### src/rtl/step_scheduler.sv
// step_scheduler: tile-based character movement sequencer.
// Turns toward the held direction key, asks the tile-map reader whether the
// next tile is solid, then either walks one tile over 16 frame ticks or plays
// an 8-tick bump.
//
// Ports:
//   Clk, Reset         clock, asynchronous active-high reset
//   frame_tick         one-cycle pulse per video frame
//   enable             main-game state active
//   dir_valid/dir_req  held direction key (0 down, 1 up, 2 left, 3 right)
//   col_req/col_x/col_y  collision lookup request and target tile
//   col_ack/col_blocked  lookup response (blocked valid with ack)
//   tile_x/tile_y      current tile
//   direction          facing direction
//   moving/step_offset step in progress and pixel offset 0..15
//   anim_frame         walk sprite frame
module step_scheduler #(
  parameter int MAP_W       = 32,
  parameter int MAP_H       = 32,
  parameter int START_X     = 8,
  parameter int START_Y     = 8,
  parameter int ACK_TIMEOUT = 15
) (
  input  logic       Clk,
  input  logic       Reset,
  input  logic       frame_tick,
  input  logic       enable,
  input  logic       dir_valid,
  input  logic [1:0] dir_req,
  output logic       col_req,
  output logic [5:0] col_x,
  output logic [5:0] col_y,
  input  logic       col_ack,
  input  logic       col_blocked,
  output logic [5:0] tile_x,
  output logic [5:0] tile_y,
  output logic [1:0] direction,
  output logic       moving,
  output logic [3:0] step_offset,
  output logic [1:0] anim_frame
);

  localparam int TW = (ACK_TIMEOUT < 2) ? 1 : $clog2(ACK_TIMEOUT + 1);
  localparam logic [TW-1:0] T_LAST = TW'(ACK_TIMEOUT - 1);
  localparam logic [5:0] X_MAX = 6'(MAP_W - 1);
  localparam logic [5:0] Y_MAX = 6'(MAP_H - 1);

  typedef enum logic [1:0] {IDLE, LOOKUP, STEP, BUMP} state_t;

  state_t        state, state_d;
  logic [5:0]    tile_x_d, tile_y_d, col_x_d, col_y_d;
  logic [1:0]    dir_d;
  logic [3:0]    off_d;
  logic [TW-1:0] timer, timer_d;
  logic [2:0]    bump_cnt, bump_d;
  logic [5:0]    tgt_x, tgt_y;
  logic          off_map;

  // Neighbouring tile in the facing direction and whether it leaves the map.
  always_comb begin
    tgt_x   = tile_x;
    tgt_y   = tile_y;
    off_map = 1'b0;
    case (direction)
      2'd0: begin off_map = (tile_y == Y_MAX); tgt_y = tile_y + 6'd1; end
      2'd1: begin off_map = (tile_y == '0);    tgt_y = tile_y - 6'd1; end
      2'd2: begin off_map = (tile_x == '0);    tgt_x = tile_x - 6'd1; end
      default: begin off_map = (tile_x == X_MAX); tgt_x = tile_x + 6'd1; end
    endcase
  end

  // col_x/col_y hold the target for the whole lookup and the following step;
  // the step commits from them so no separate target register is needed.
  always_comb begin
    state_d  = state;
    tile_x_d = tile_x;
    tile_y_d = tile_y;
    col_x_d  = col_x;
    col_y_d  = col_y;
    dir_d    = direction;
    off_d    = step_offset;
    timer_d  = timer;
    bump_d   = bump_cnt;
    case (state)
      IDLE: begin
        if (frame_tick && enable && dir_valid) begin
          if (dir_req != direction) begin
            dir_d = dir_req;
          end else if (off_map) begin
            state_d = BUMP;
            bump_d  = '0;
          end else begin
            state_d = LOOKUP;
            col_x_d = tgt_x;
            col_y_d = tgt_y;
            timer_d = '0;
          end
        end
      end
      LOOKUP: begin
        if (!enable) begin
          state_d = IDLE;
        end else if (col_ack) begin
          state_d = col_blocked ? BUMP : STEP;
          bump_d  = '0;
          off_d   = '0;
        end else if (timer == T_LAST) begin
          state_d = BUMP;
          bump_d  = '0;
        end else begin
          timer_d = timer + 1'b1;
        end
      end
      STEP: begin
        if (frame_tick) begin
          if (step_offset == 4'd15) begin
            tile_x_d = col_x;
            tile_y_d = col_y;
            off_d    = '0;
            state_d  = IDLE;
          end else begin
            off_d = step_offset + 4'd1;
          end
        end
      end
      default: begin // BUMP
        if (!enable) begin
          state_d = IDLE;
        end else if (frame_tick) begin
          if (bump_cnt == 3'd7) state_d = IDLE;
          else                  bump_d  = bump_cnt + 3'd1;
        end
      end
    endcase
  end

  always_ff @(posedge Clk or posedge Reset) begin
    if (Reset) begin
      state       <= IDLE;
      tile_x      <= 6'(START_X);
      tile_y      <= 6'(START_Y);
      col_x       <= '0;
      col_y       <= '0;
      direction   <= 2'd1;
      step_offset <= '0;
      timer       <= '0;
      bump_cnt    <= '0;
    end else begin
      state       <= state_d;
      tile_x      <= tile_x_d;
      tile_y      <= tile_y_d;
      col_x       <= col_x_d;
      col_y       <= col_y_d;
      direction   <= dir_d;
      step_offset <= off_d;
      timer       <= timer_d;
      bump_cnt    <= bump_d;
    end
  end

  // Decoded from state so that reset drops col_req asynchronously.
  assign col_req = (state == LOOKUP);
  assign moving  = (state == STEP);

  always_comb begin
    anim_frame = '0;
    if (state == STEP) begin
      case (step_offset[3:2])
        2'd0:    anim_frame = 2'd0;
        2'd1:    anim_frame = 2'd1;
        2'd2:    anim_frame = 2'd2;
        default: anim_frame = 2'd1;
      endcase
    end
  end

endmodule
### config.mk
export PLATFORM = sky130hd
export DESIGN_NAME = step_scheduler
export DESIGN_NICKNAME = d
export VERILOG_FILES = /design/src/rtl/step_scheduler.sv
export SDC_FILE = /design/constraint.sdc
export NUM_CORES = 1
export LEC_CHECK = 0
export CAP_MARGIN = 0
export CELL_PAD_IN_SITES_DETAIL_PLACEMENT = 0
export CELL_PAD_IN_SITES_GLOBAL_PLACEMENT = 1
export CORE_MARGIN = 2
export CORE_UTILIZATION = 46
export CTS_BUF_LIST = sky130_fd_sc_hd__clkbuf_4
export DETAILED_ROUTE_END_ITERATION = 8
export PLACE_DENSITY = 0.86
export SKIP_CTS_REPAIR_TIMING = 1
export SLEW_MARGIN = 30
export SYNTH_ARGS = -nofsm -noshare
export SYNTH_HDL_FRONTEND = slang
export SYNTH_SLANG_ARGS = --single-unit
### constraint.sdc
create_clock -name Clk -period 5.7 [get_ports Clk]
set_clock_uncertainty 0.05 [all_clocks]
set_input_delay 1.425 -clock Clk [delete_from_list [all_inputs] [get_ports Clk]]
set_output_delay 1.425 -clock Clk [all_outputs]
set_load 0.02 [all_outputs]
; ---- After elaboration in Yosys (flattened, before gate mapping)
; Cells that the tools add are included.
[op_classes]
addsub = 7
eq_ne = 26
n_mux = 40
n_bitwise = 3
reduce_logical = 19
[ops]
columns = cell, n
row1 = 4-bit two-way mux, 10
row2 = 3-bit two-way mux, 9
row3 = 2-bit two-way mux, 12
row4 = 6-bit case mux with 2 select lines, 2
row5 = 2-bit inequality test (second input constant), 8
row6 = 4-bit case mux with 2 select lines, 2
row7 = 7-bit AND reduction, 2
row8 = 6-bit by 1-bit adder with 6-bit output (second input constant), 2
row9 = 6-bit by 5-bit equality test with 1-bit output (second input constant), 2
row10 = 6-bit logical NOT, 2
row11 = 6-bit by 1-bit subtractor with 6-bit output (second input constant), 2
row12 = 3-bit case mux with 3 select lines, 1
row13 = 9-bit AND reduction, 1
row14 = 4-bit by 1-bit adder with 4-bit output (second input constant), 2
row15 = 4-bit equality test (second input constant), 2
row16 = 4-bit by 2-bit inequality test with 1-bit output (second input constant), 2
row17 = 4-bit AND reduction, 2
row18 = 2-bit equality test (second input constant), 3
row19 = 2-bit logical NOT, 3
row20 = 2-bit case mux with 3 select lines, 1
row21 = 3-bit AND reduction, 2
row22 = 2-bit nonzero test, 3
row23 = 5-bit by 1-bit inequality test with 1-bit output (second input constant), 1
row24 = 2-bit by 1-bit equality test with 1-bit output (second input constant), 2
row25 = other kinds (13), 17
[word_totals]
ff_bits = 39
input_bits = 9
out_inout_bits = 34
wordCells = 104

; ---- Longest topological paths before layout
[depth]
depth_word = 6
depth_mapped = 10
depth_no_buf = 10

; ---- Worst setup path after synthesis
; No wires, ideal clock.
[synth_timing]
path_type = input-to-reg
startpoint = in dir_valid
endpoint = reg col_x[0]
setup_ns = 0.125
arrival_time_ns = 2.625
t_required_ns = 5.525
slack_ns = 2.900
stages = 5
n_path_buf = 1
path_cell_list = nand3_1 > nor3_1 > nor3b_2 > buf_6 > mux2_4
[synth_between]
elab_chain_cells = 2
[synth_rtl]
columns = element, line_no
row1 = "start, declared", 28  ; input logic dir_valid,
row2 = 1-bit logical AND, 86  ; if (frame_tick && enable && dir_valid) begin
row3 = 4-bit AND reduction (no line), n/a
row4 = "end signal, assigned", 152  ; col_x <= col_x_d;
row5 = "end, declared", 31  ; output logic [5:0] col_x,
; No other way between the ends.
; A chain may end at the register's enable or synchronous reset.

; ---- Final worst setup path
[layout_timing]
startpoint = reg state[1]
endpoint = out anim_frame[1]
[layout_between]
elab_chain_cells = 2
[layout_rtl]
columns = element, line_no
row1 = "start, declared", 50  ; state_t state, state_d;
row2 = "start signal, assigned", 149  ; state <= state_d;
row3 = 2-bit equality test, 167  ; if (state == STEP) begin
row4 = 2-bit two-way mux, 167
row5 = "end, declared", 40  ; output logic [1:0] anim_frame
; No other way between the ends.

==> results.yml <==
clock_network:
  clk_latency_ps: 350
  clock_pin_slew_reported_for_the_worst_setup_and_hold_paths_after_clock_tree_synthesis_ps: 120
  h-tree-depth: 2
  tritoncts_clock_tree: "yes"
  cts_inserted_buffers: 5
  buffers_from_clock_root_to_sink_at_most: 2
  cts_root_buf: "clkbuf_4"
  clkSinkCount: 39
synth:
  synth.cell_area_um2: 2460
  synth_simple_gate_area_share_pct: 15.1
  synth_fa_ha_area_share_pct: 9.78
  synth_ff_type: "dfrtp_1"
  yosys_warnings: 0
  mappedNetlistNets: 270
  synth.top_cells.by_area: "dfrtp_1 37%, ha_1 8.1%, mux2_4 6.1%, mux2_1 6.0%, o21ai_0 3.7%"
  synth.largest_area_cell: "dfrtp_1"
  post_synth_xor_area_fraction_pct: 3.92
  synth_enable_flop_cells: 0
  synth.avg_cell_area_um2: 10.1
  seq_area_frac_synth_pct: 39.9
  netlist_instances: 243
  post-synth-top-area-fraction_pct: 36.7
  muxShareOfSynthArea_pct: 14.1
  count_of_distinct_cell_types_in_the_synthesized_netlist: 46
  synth-seq-cells: 39
  synth_compound_gate_area_share_pct: 13.6
  largest_family_of_logic_cells_by_synthesized_area: "simple AND/OR/NAND/NOR gates"
  async_reset_ff_share_pct: 100
pwr:
  report.power.total_mw: 1.30
  power.switching_uw: 578
  peakVddDrop_mv: 0.212
  internal_power_uw: 726
  combinationalPowerShare_pct: 56.3
  netSwitchingFraction_pct: 44.3
  power.static_leakage_nw: 1.41
  power.sequential.fraction_pct: 32.9
  p_clk_share_pct: 10.8
  power_density_nw_per_um2: 434
global_routing:
  global_route_total_overflow: 0
  grt_first_pass_wirelength_mm: 9.13
  first_global_vias: 1918
  pin_count_of_the_biggest_net_entering_global_routing: 40
  grt_usage_pct: 18.9
  antenna_violations_before_repair: 0
placed_design:
  port-buffer-count: 42
  routabilityCongestion: 0.792
  post-dp-hpwl_mm: 3.81
die:
  dieArea_um2: 5940
  placeableCoreArea_um2: 5140
  rows: 26
  fp.dieW_um: 77.1
  fp.dieH_um: 77.1
  pin_count: 43
  floorplan.initialDensity_pct: 47.8
timing:
  setup_total_negative_slack_ps: 0
  timing.final.hold_violations: 0
  setup-violations-final: 0
  maxSlewHeadroom_pct: 52.1
  max_freq_ghz: 0.272
  worst-slew-pin-transition_ps: 716
  grt_setup_unrepaired: "no"
  finalMaxSlewViolations: 0
  post-route-min-period_ps: 3680
  finalCritPeriodShare_pct: 64.5
drt:
  drt_drc_violations_left: 0
  ant_nets: 0
  wl_mm: 5.13
  dr_total_vias: 1946
  avgRoutedWirePerCell_um: 14.3
  drt_pre_antenna_iters: 4
  viasPerCell: 5.41
  first_iter_violations: 111
critical_path:
  timing.critical_path.to_type: "primary output"
  worstSetupStartpointType: "register"
  required_ps: 4220
  depth_of_the_most_critical_reg_to_reg_path: 9
  crit_arrival_ps: 2200
  timing_worst_setup_path_type: "reg2out"
  timing.critical_path.fanout_max: 11
layout:
  ratio_of_cells_with_drive_above_1_in_the_final_layout_pct: 9.66
  final_nets: 316
  area_growth_pct: 22.4
  num_antenna_cells: 0
min_path:
  hold_depth: 1
  worstHoldPathType: "reg2reg"
flow_run:
  drv_cap: 0
status:
  outcome: "finished clean"
-- final timing paths --
check | from | end | slack (ps)
worst max register to register | direction[1]$_DFFE_PP0P_ | col_y[5]$_DFFE_PP0P_ | 2980
min in group asynchronous | Reset | col_x[4]$_DFFE_PP0P_ | 1430
worst max-delay path | state[1]$_DFFE_PP0P_ | anim_frame[1] | 2020
worst min register to register | bump_cnt[0]$_DFFE_PP0P_ | bump_cnt[0]$_DFFE_PP0P_ | 450
worst min-delay path | bump_cnt[0]$_DFFE_PP0P_ | bump_cnt[0]$_DFFE_PP0P_ | 450
max in group asynchronous | Reset | tile_y[3]$_DFFE_PP1P_ | 3800
-- cells in the mapped netlist (all sizes together) (2+ instances only) --
cell type / number
nor2b: 2
nand4: 6
xor2: 4
ha: 16
inv: 15
nand3: 10
nor3: 3
a21o: 5
nor3b: 2
a21oi: 8
nor2: 8
fa: 2
nand2: 24
xnor2: 7
mux2i: 5
buf: 4
o21ai: 27
dfstp: 3
nor4: 3
o31ai: 2
clkbuf: 2
and3: 4
mux2: 23
a211oi: 5
dfrtp: 36
or4b: 2
a31oi: 3
-- registers in the layout, summed over array words and instances (netlist names) --
register     flops
bump_cnt         3
col_x            6
col_y            6
direction        2
state            2
step_offset      4
tile_x           6
tile_y           6
timer            4
-- logic make-up (layout without fill, tap and decap cells) --
logic type	after synthesis	after routing
and+or+nand+nor	70	70
AOI/OAI and AO/OA	56	56
DFF	39	39
muxes	28	28
buffers and inverters	21	68
adders and majority gates	18	18
xor gates and xnor gates	11	11
-- layout by cell type (no fill, tap or decap), types with 3 or more instances in the layout --
master / netlist / layout
xnor2_1: 7 / 7
a21o_1: 5 / 5
a211oi_1: 5 / 5
nand3_1: 10 / 10
dfstp_2: 3 / 3
nand2_1: 24 / 24
o21ai_1: 9 / 9
buf_4: 0 / 3
nor2_1: 7 / 7
mux2i_1: 5 / 5
nor3_1: 3 / 3
clkdlybuf4s50_1: 0 / 42
a21oi_1: 8 / 8
o21ai_0: 18 / 18
a31oi_1: 3 / 3
dfrtp_1: 36 / 36
xor2_1: 4 / 4
inv_1: 14 / 14
nand4_1: 6 / 6
mux2_4: 10 / 10
mux2_1: 13 / 13
clkbuf_4: 0 / 5
and3_1: 4 / 4
clkinv_2: 0 / 3
ha_1: 16 / 16
-- stage by stage --
step | setup slack (ps) | instances | util [%] | hold WS (ps) | cell area, µm²
after floorplan | 2900 | 243 | - | 407 | 2460
after global placement | 2200 | 352 | 57.5 | 423 | 2950
after detailed placement | 2150 | 352 | 57.5 | 436 | 2950
after CTS | 1990 | 360 | 58.5 | 454 | 3010
after global routing | 1830 | 360 | 58.5 | 489 | 3010
final | 2020 | 360 | 58.5 | 450 | 3010
-- worst max-delay path: stages (launching register included) --
cell and delay [ps]:
dfrtp_1 550, nor2b_1 480, and3b_1 220, clkdlybuf4s50_1 600
-- layout make-up --
cell class              count  area [µm²]
repair buffers             45         443
flip-flops and latches     39         980
fillers                   471        2130
well taps                  70        87.6
multi-input cells         183        1390
clock inverters             3        15.0
clock buffers               5        37.5
inverters                  15        56.3
-- per-layer routing --
layer  wire [µm]  GRT usage (%)  up-vias
li1            -              -      982
met1        2530           25.8      924
met2        2370           30.2       34
met3         165           4.00        6
met4          70           6.07        0
met5           0              0        -
-- power groups by stage --
stage	Sequential, mW	Clock [mW]	Combinational, mW
after floorplan	0.464	0	0.475
after global placement	0.434	0	0.720
after detailed placement	0.435	0	0.736
after CTS	0.430	0.149	0.740
after global routing	0.444	0.161	0.820
final	0.429	0.141	0.734
(Power assumes the default switching activity.)
